`config.mk`:
```
export PLATFORM = sky130hd
export DESIGN_NAME = bit_speck128_128_hierarchy_carry_sharing
export DESIGN_NICKNAME = d
export VERILOG_FILES = /design/src/rtl/bit_speck128_128_hierarchy_carry_sharing.sv
export SDC_FILE = /design/constraint.sdc
export NUM_CORES = 2
export LEC_CHECK = 0
export BUFFER_PORTS_ARGS = -buffer_cell sky130_fd_sc_hd__buf_2
export CAP_MARGIN = 20
export CORE_MARGIN = 10
export CORE_UTILIZATION = 60
export DETAILED_ROUTE_END_ITERATION = 8
export PLACE_DENSITY = 0.76
export SKIP_LAST_GASP = 1
export SYNTH_ARGS = -nofsm -noshare
export SYNTH_HDL_FRONTEND = slang
export SYNTH_SLANG_ARGS = --single-unit
export TNS_END_PERCENT = 100
```
`constraint.sdc`:
```
create_clock -name clk -period 94.9 [get_ports clk]
set_input_delay 18.98 -clock clk [delete_from_list [all_inputs] [get_ports clk]]
set_output_delay 18.98 -clock clk [all_outputs]
set_load 0.02 [all_outputs]
```
`src/rtl/bit_speck128_128_hierarchy_carry_sharing.sv`:
```
// Bit-serial Speck128/128 on two Boolean shares with a share-split carry per adder.
// Optional SPECK_OUTPUT_GATE_EN holds the cipher outputs at zero until the 32 rounds are done.
module bit_speck128_128_hierarchy_carry_sharing (
   input  logic       clk,
   input  logic       rst,
   input  logic       data_ina,
   input  logic       data_inb,
   input  logic       k_data_ina,
   input  logic       k_data_inb,
   input  logic       carry_init_a,
   input  logic       carry_init_b,
   input  logic       we,
   input  logic       Start,
   output logic [1:0] cipher_out1,
   output logic [1:0] cipher_out2,
   output logic       rndlessthan32
);
   // Index 0 is share a, index 1 is share b.
   logic [1:0][63:0] x_q, y_q, l_q, k_q;
   logic [1:0][62:0] xn_q, yn_q, ln_q, kn_q;
   logic [1:0]       cx_q, cl_q;
   logic [5:0]       bit_q, rnd_q;

   logic [5:0] idx_r8, idx_l3;
   logic [1:0] din, kin;
   logic [1:0] xr, yj, yl3, lr, kj, kl3;
   logic [1:0] cx_t, cl_t, sx, sl;
   logic [1:0] xnew, ynew, lnew, knew;
   logic [1:0] cx_d, cl_d;
   logic [7:0] rc8;
   logic       ibit;
   logic       running;

   // Share s of maj(a,b,c): own a/b bits times the recombined partner operands.
   function automatic logic mmaj(input logic a_s, input logic b_s,
                                 input logic [1:0] b, input logic [1:0] c);
      return (a_s & (^b)) ^ (a_s & (^c)) ^ (b_s & (^c));
   endfunction

   assign idx_r8  = bit_q + 6'd8;
   assign idx_l3  = bit_q - 6'd3;
   assign din     = {data_inb, data_ina};
   assign kin     = {k_data_inb, k_data_ina};
   assign running = (rnd_q < 6'd32);

   // The register holds the true carry share; share a is offset by one on entry.
   assign cx_t = (bit_q == 6'd0) ? {carry_init_b, ~carry_init_a} : cx_q;
   assign cl_t = (bit_q == 6'd0) ? {carry_init_b, ~carry_init_a} : cl_q;

   assign rc8  = {3'b000, rnd_q[4:0]};
   assign ibit = (bit_q[5:3] == 3'd0) & rc8[bit_q[2:0]];

   for (genvar gi = 0; gi < 2; gi++) begin : g_share
      assign xr[gi]   = x_q[gi][idx_r8];
      assign yj[gi]   = y_q[gi][bit_q];
      assign yl3[gi]  = y_q[gi][idx_l3];
      assign lr[gi]   = l_q[gi][idx_r8];
      assign kj[gi]   = k_q[gi][bit_q];
      assign kl3[gi]  = k_q[gi][idx_l3];
      assign sx[gi]   = xr[gi] ^ yj[gi] ^ cx_t[gi];
      assign sl[gi]   = lr[gi] ^ kj[gi] ^ cl_t[gi];
      assign xnew[gi] = sx[gi] ^ kj[gi];
      assign ynew[gi] = yl3[gi] ^ xnew[gi];
      assign knew[gi] = kl3[gi] ^ lnew[gi];
      assign cx_d[gi] = mmaj(xr[gi], yj[gi], yj, cx_t);
      assign cl_d[gi] = mmaj(lr[gi], kj[gi], kj, cl_t);
   end

   assign lnew = {sl[1], sl[0] ^ ibit};

   always_ff @(posedge clk or posedge rst) begin
      if (rst) begin
         x_q   <= '0;
         y_q   <= '0;
         l_q   <= '0;
         k_q   <= '0;
         xn_q  <= '0;
         yn_q  <= '0;
         ln_q  <= '0;
         kn_q  <= '0;
         cx_q  <= '0;
         cl_q  <= '0;
         bit_q <= '0;
         rnd_q <= '0;
      end else if (we) begin
         for (int s = 0; s < 2; s++) begin
            x_q[s] <= {din[s], x_q[s][63:1]};
            y_q[s] <= {x_q[s][0], y_q[s][63:1]};
            l_q[s] <= {kin[s], l_q[s][63:1]};
            k_q[s] <= {l_q[s][0], k_q[s][63:1]};
         end
         cx_q  <= '0;
         cl_q  <= '0;
         bit_q <= '0;
         rnd_q <= '0;
      end else if (Start) begin
         if (running) begin
            // New words assemble in the side buffers; the live words stay
            // readable at rotated offsets until the last bit of the round.
            for (int s = 0; s < 2; s++) begin
               xn_q[s] <= {xnew[s], xn_q[s][62:1]};
               yn_q[s] <= {ynew[s], yn_q[s][62:1]};
               ln_q[s] <= {lnew[s], ln_q[s][62:1]};
               kn_q[s] <= {knew[s], kn_q[s][62:1]};
               if (bit_q == 6'd63) begin
                  x_q[s] <= {xnew[s], xn_q[s]};
                  y_q[s] <= {ynew[s], yn_q[s]};
                  l_q[s] <= {lnew[s], ln_q[s]};
                  k_q[s] <= {knew[s], kn_q[s]};
               end
            end
            cx_q  <= cx_d;
            cl_q  <= cl_d;
            bit_q <= bit_q + 6'd1;
            if (bit_q == 6'd63) begin
               rnd_q <= rnd_q + 6'd1;
            end
         end else begin
            for (int s = 0; s < 2; s++) begin
               x_q[s] <= {x_q[s][0], x_q[s][63:1]};
               y_q[s] <= {y_q[s][0], y_q[s][63:1]};
            end
         end
      end
   end

   assign rndlessthan32 = running;

`ifdef SPECK_OUTPUT_GATE_EN
   assign cipher_out1 = running ? 2'b00 : {x_q[0][0], y_q[0][0]};
   assign cipher_out2 = running ? 2'b00 : {x_q[1][0], y_q[1][0]};
`else
   assign cipher_out1 = {x_q[0][0], y_q[0][0]};
   assign cipher_out2 = {x_q[1][0], y_q[1][0]};
`endif

endmodule

```
# Word level (Yosys, flattened, before mapping)
# Index checks and enable logic that the tools add are counted.
[op_classes] addsub=4 n_lt_le_gt_ge=5 eq_ne=2 mux=61 bitwise=38 n_reduce_logical=13
[op_table] op="$mux 128" count=12
[op_table] op="$mux 64" count=8
[op_table] op="$bmux 1 s6" count=12
[op_table] op="$mux 6" count=7
[op_table] op="$xor 1x1->1" count=23
[op_table] op="$lt 6x7->1 const B" count=3
[op_table] op="$mux 2" count=8
[op_table] op="$and 1x1->1" count=13
[op_table] op="$mux 1" count=13
[op_table] op="$add 6x1->6 const B" count=2
[op_table] op="$reduce_xor 2->1" count=4
[op_table] op="$add 6x4->6 const B" count=1
[op_table] op="$eq 6x6->1 const B" count=1
[op_table] op="$logic_not 6->1" count=1
[op_table] op="$lt 6x6->1 const B" count=1
[op_table] op="$reduce_and 3->1" count=2
[op_table] op="$reduce_bool 2->1" count=3
[op_table] op="$sub 6x2->6 const B" count=1
[op_table] op="$lt 3x4->1 const B" count=1
[op_table] op="$reduce_and 2->1" count=2
[op_table] op="$bmux 1 s3" count=1
[op_table] op="$logic_not 3->1" count=1
[op_table] op="$ne 3x2->1 const B" count=1
[op_table] op="$not 1->1" count=2
[word_totals] register_bits=1032 output_inout_bits=5 elab_cells=143

# Depth between registers and ports, before layout
[logic_depth] ltp_word=11 depth_mapped=17

# Least setup slack after synthesis
# No wires, ideal clock.
[synth_timing] kind="input to register" start="input we" end="register y_q (netlist bit cipher_out2[0])" setup_time_ps=134 t_arrival_ps=20545 path_slack_ps=74221 stages=6 n_path_buf=3 path_cell_list="clkbuf_1 > nor2_1 > clkbuf_1 > clkbuf_1 > mux2i_1 > o21ai_0"
[synth_between] elab_chain_len=2
[synth_rtl] element="start: declaration" line_no="12" source="input logic we,"
[synth_rtl] element="$ne 3x2->1 (no source line) or $reduce_bool 2->1 (tied branches)"
[synth_rtl] element="$reduce_and 2->1 (no source line)"
[synth_rtl] element="end signal: indexed assignment" line_no="88" source="y_q[s] <= {x_q[s][0], y_q[s][63:1]};"
[synth_rtl] element="end signal: indexed assignment" line_no="107" source="y_q[s] <= {ynew[s], yn_q[s]};"
[synth_rtl] element="end signal: indexed assignment" line_no="121" source="y_q[s] <= {y_q[s][0], y_q[s][63:1]};"
[synth_rtl] element="end: declaration" line_no="19" source="logic [1:0][63:0] x_q, y_q, l_q, k_q;"
# Parallel ways exist; a longest one is shown, timed or not.
# A chain may end at the register's enable or synchronous reset.

# Worst setup path after layout
[layout_timing] start="input we" end="register k_q[95] (netlist name)"
[layout_between] elab_chain_len=2
[layout_rtl] element="$reduce_bool 2->1 (no source line)"
[layout_rtl] element="$reduce_and 3->1 (no source line)"
[layout_rtl] element="end signal: indexed assignment" line_no="90" source="k_q[s] <= {l_q[s][0], k_q[s][63:1]};"
[layout_rtl] element="end signal: indexed assignment" line_no="109" source="k_q[s] <= {knew[s], kn_q[s]};"
[layout_rtl] element="end: declaration" line_no="19"
# Parallel ways exist; a longest one is shown, timed or not.

==> out/metrics.yaml <==
dp.final_hpwl_mm: 65.4
critPathKind: "in -> reg"
clock_latency_ns: 0.68
r2r_cells: 12
critPathArrivalTime_ns: 23.69
startpoint_type: "input pin"
end_kind: "flop"
coreArea_mm2: 0.0802
io_buffers: 14
fillCellCount: 6156
finalPower_mw: 1.08
ys_seq_area_share_pct: 53.4
fmax_ghz: 0.0432
cts_max_level: 3
synth_nets: 5018
power_frac_comb_pct: 11.8
cts_tree: "yes"
slew_viol_final: 0
dr.pass1.iters: 6
max_stage_delay_ns: 1.05
power_density_mw_per_mm2: 20.5
syn_area_mm2: 0.0484
yosysUniqueCellTypes: 65
synth-edff-count: 0
met2_length_mm: 53.9
cp-startpoint: "we"
holdPathStages: 2
grt_max_degree: 253
syn_area_per_cell_um2: 9.67
skew_ns: 0.0317
finalSetupTns_ns: 0
routed_wl_mm: 114
path_common_cell: "buf_4"
r2r_end: "kn_q[125]"
p_seq_share_pct: 48.1
vdd_ir_drop_max_uv: 14.4
rsz0062_at_grt: "false"
cts-hold-fix-buffers: 0
via_count: 35800
synth_top_area_cell: "dfrtp_1"
clkTransAtPathRegs_ns: 0.06
wl_met1_mm: 49.1
slowest_stage: "and3_4"
dpl-instance-area_mm2: 0.0488
cts_setup_buffers: 0
ys_ff_latch: 1032
cts_resized: 0
hp-class: "reg -> reg"
die_x_um: 304
worstPathCellList: "buf_2 > buf_4 > inv_8 > and3_4 > nand2_4 > buf_4 > buf_4 > o22ai_1 > nor2_1"
ant_nets: 0
avgRoutedWirePerCell_um: 19.0
cp.required_ns: 95.45
antenna_found_initial: 1
synth_ff_type: "dfrtp_1"
switching_share_pct: 26.5
hold_viol: 0
initial_core_util_pct: 60.3
cts_sinks: 1032
min_period_ns: 23.14
final_nets: 4844
p_sw_mw: 0.285
drv_cap: 0
rrSetupSlack_ns: 89.18
diodes: 0
worstMarginPinSlew_ns: 1.37
cp_max_fo: 168
crit_path_end: "k_q[95]"
via_per_inst: 5.98
async_flop_share_pct: 100
synth_cells: 5002
die_height_um: 304
grt_pass1_wl_mm: 189
setup_viol: 0
grt_overflow_total: 0
pre_cts_slack_ns: 71.13
slew_headroom_pct: 8.64
grt_usage_pct: 24.4
synthTopCellsByArea: "dfrtp_1, nand2_1, mux4_2, mux2i_1, nor2_1"
r2r_start: "bit_q[1]"
drc: 0
fin_util_pct: 65.5
place.gp.congestion: 0.821
syn_to_final_growth_pct: 8.48
cts_buffers: 108
yosys_warnings: 0
setup_ws_ns: 71.76
drt_iter0_drc: 3579
fin_crit_sh_pct: 24.4
ctsLongestPathBuffers: 3
top_layer_used: "met5"
final_area_mm2: 0.0525
met3WireLength_mm: 7.61
layout-drive-gt1-share_pct: 9.37
row_count: 104
synth_top_area_share_pct: 53.4
fp.dieArea_mm2: 0.0924
root_buffer: "clkbuf_16"
cellLeakagePower_nw: 24.6
intPower_mw: 0.791
clockPowerShare_pct: 40.1
pin_count: 15
status: "complete, no violations"
grt_pass1_vias: 35200
[synth_stat cells (14+ instances only)]
library cell,instances
clkbuf_1,275
o22ai_1,256
nor2_1,533
mux2i_1,327
xnor2_1,18
buf_2,25
xor2_1,16
buf_1,28
nand2_1,1804
buf_6,14
dfrtp_1,1032
nand3_1,19
a22oi_1,22
o21ai_0,281
mux4_2,175
a21oi_1,16
[sequential cells by signal, summed over array words and instances (netlist names)]
signal       flops
cx_q             2
x_q            126
xn_q           126
cipher_out2      2
yn_q           126
y_q            126
cipher_out1      2
l_q            128
ln_q           126
kn_q           126
cl_q             2
bit_q            6
rnd_q            6
k_q            128
[through the flow]
stage	instances	hold slack (ns)
finish	5979	0.475
global route	5979	0.505
CTS	5978	0.477
detailed placement	5777	0.463
global placement	5777	0.457
floorplan	5002	0.446
[critical path: cells and delay by family]
kind | cells | cell delay (ns)
buffers and inverters | 5 | 2.25
and+or+nand+nor | 3 | 1.95
AOI/OAI and AO/OA | 1 | 0.26
[power groups by stage]
| stage | registers [mW] | clock network [mW] | logic, mW |
|---|---|---|---|
| global route | 0.523 | 0.458 | 0.141 |
| floorplan | 0.512 | 0 | 0.104 |
| global placement | 0.522 | 0 | 0.123 |
| finish | 0.517 | 0.432 | 0.127 |
| detailed placement | 0.524 | 0 | 0.127 |
| CTS | 0.517 | 0.438 | 0.128 |
[final cells by class]
cell class | count | area, µm² | share of cell area [%]
inverters | 9 | 48.8 | 0.0930
multi-input cells | 3605 | 21000 | 40.0
clock inverters | 38 | 447 | 0.851
well taps | 1060 | 1330 | 2.53
repair buffers | 72 | 578 | 1.10
flip-flops and latches | 1032 | 25800 | 49.2
clock buffers | 163 | 3220 | 6.14
[cells by family after synthesis]
family	count (synthesis)	synth area share [%]
AOI/OAI and AO/OA	633	7.82
DFF	1032	53.4
and+or+nand+nor	2407	19.0
xor gates and xnor gates	35	0.649
buffers and inverters	365	3.30
muxes	524	15.7
adders and majority gates	6	0.155
[layout by cell type (no fill, tap or decap), types with 15 or more instances in the layout]
cell / netlist / layout
xnor2_1: 18 / 16
a22oi_1: 22 / 22
dfrtp_1: 1032 / 1028
nand3_1: 19 / 19
o22ai_1: 256 / 256
clkinv_2: 0 / 16
nor2_1: 533 / 532
clkbuf_16: 0 / 111
xor2_1: 16 / 16
clkbuf_1: 275 / 27
clkbuf_8: 0 / 25
mux2i_1: 327 / 327
nand2_1: 1804 / 1801
buf_4: 8 / 51
mux4_2: 175 / 175
a21oi_1: 16 / 16
o21ai_0: 281 / 281
buf_2: 25 / 15
[worst min-delay path by stage]
stage              from       end
2_1_floorplan   xn_q[0]   xn_q[0]
3_3_place_gp   yn_q[63]  yn_q[63]
3_5_place_dp   xn_q[63]  xn_q[63]
4_1_cts        xn_q[63]  xn_q[63]
5_1_grt        kn_q[63]  kn_q[63]
6_report       kn_q[63]  kn_q[63]
[metal layers]
metal  vias up  GRT usage [%]
met5         -              0
met4         2           7.58
met2      1071           38.7
met1     18000           34.1
met3       214           4.15
li1      16500              -
No activity file was read; power rests on OpenSTA's default activity.
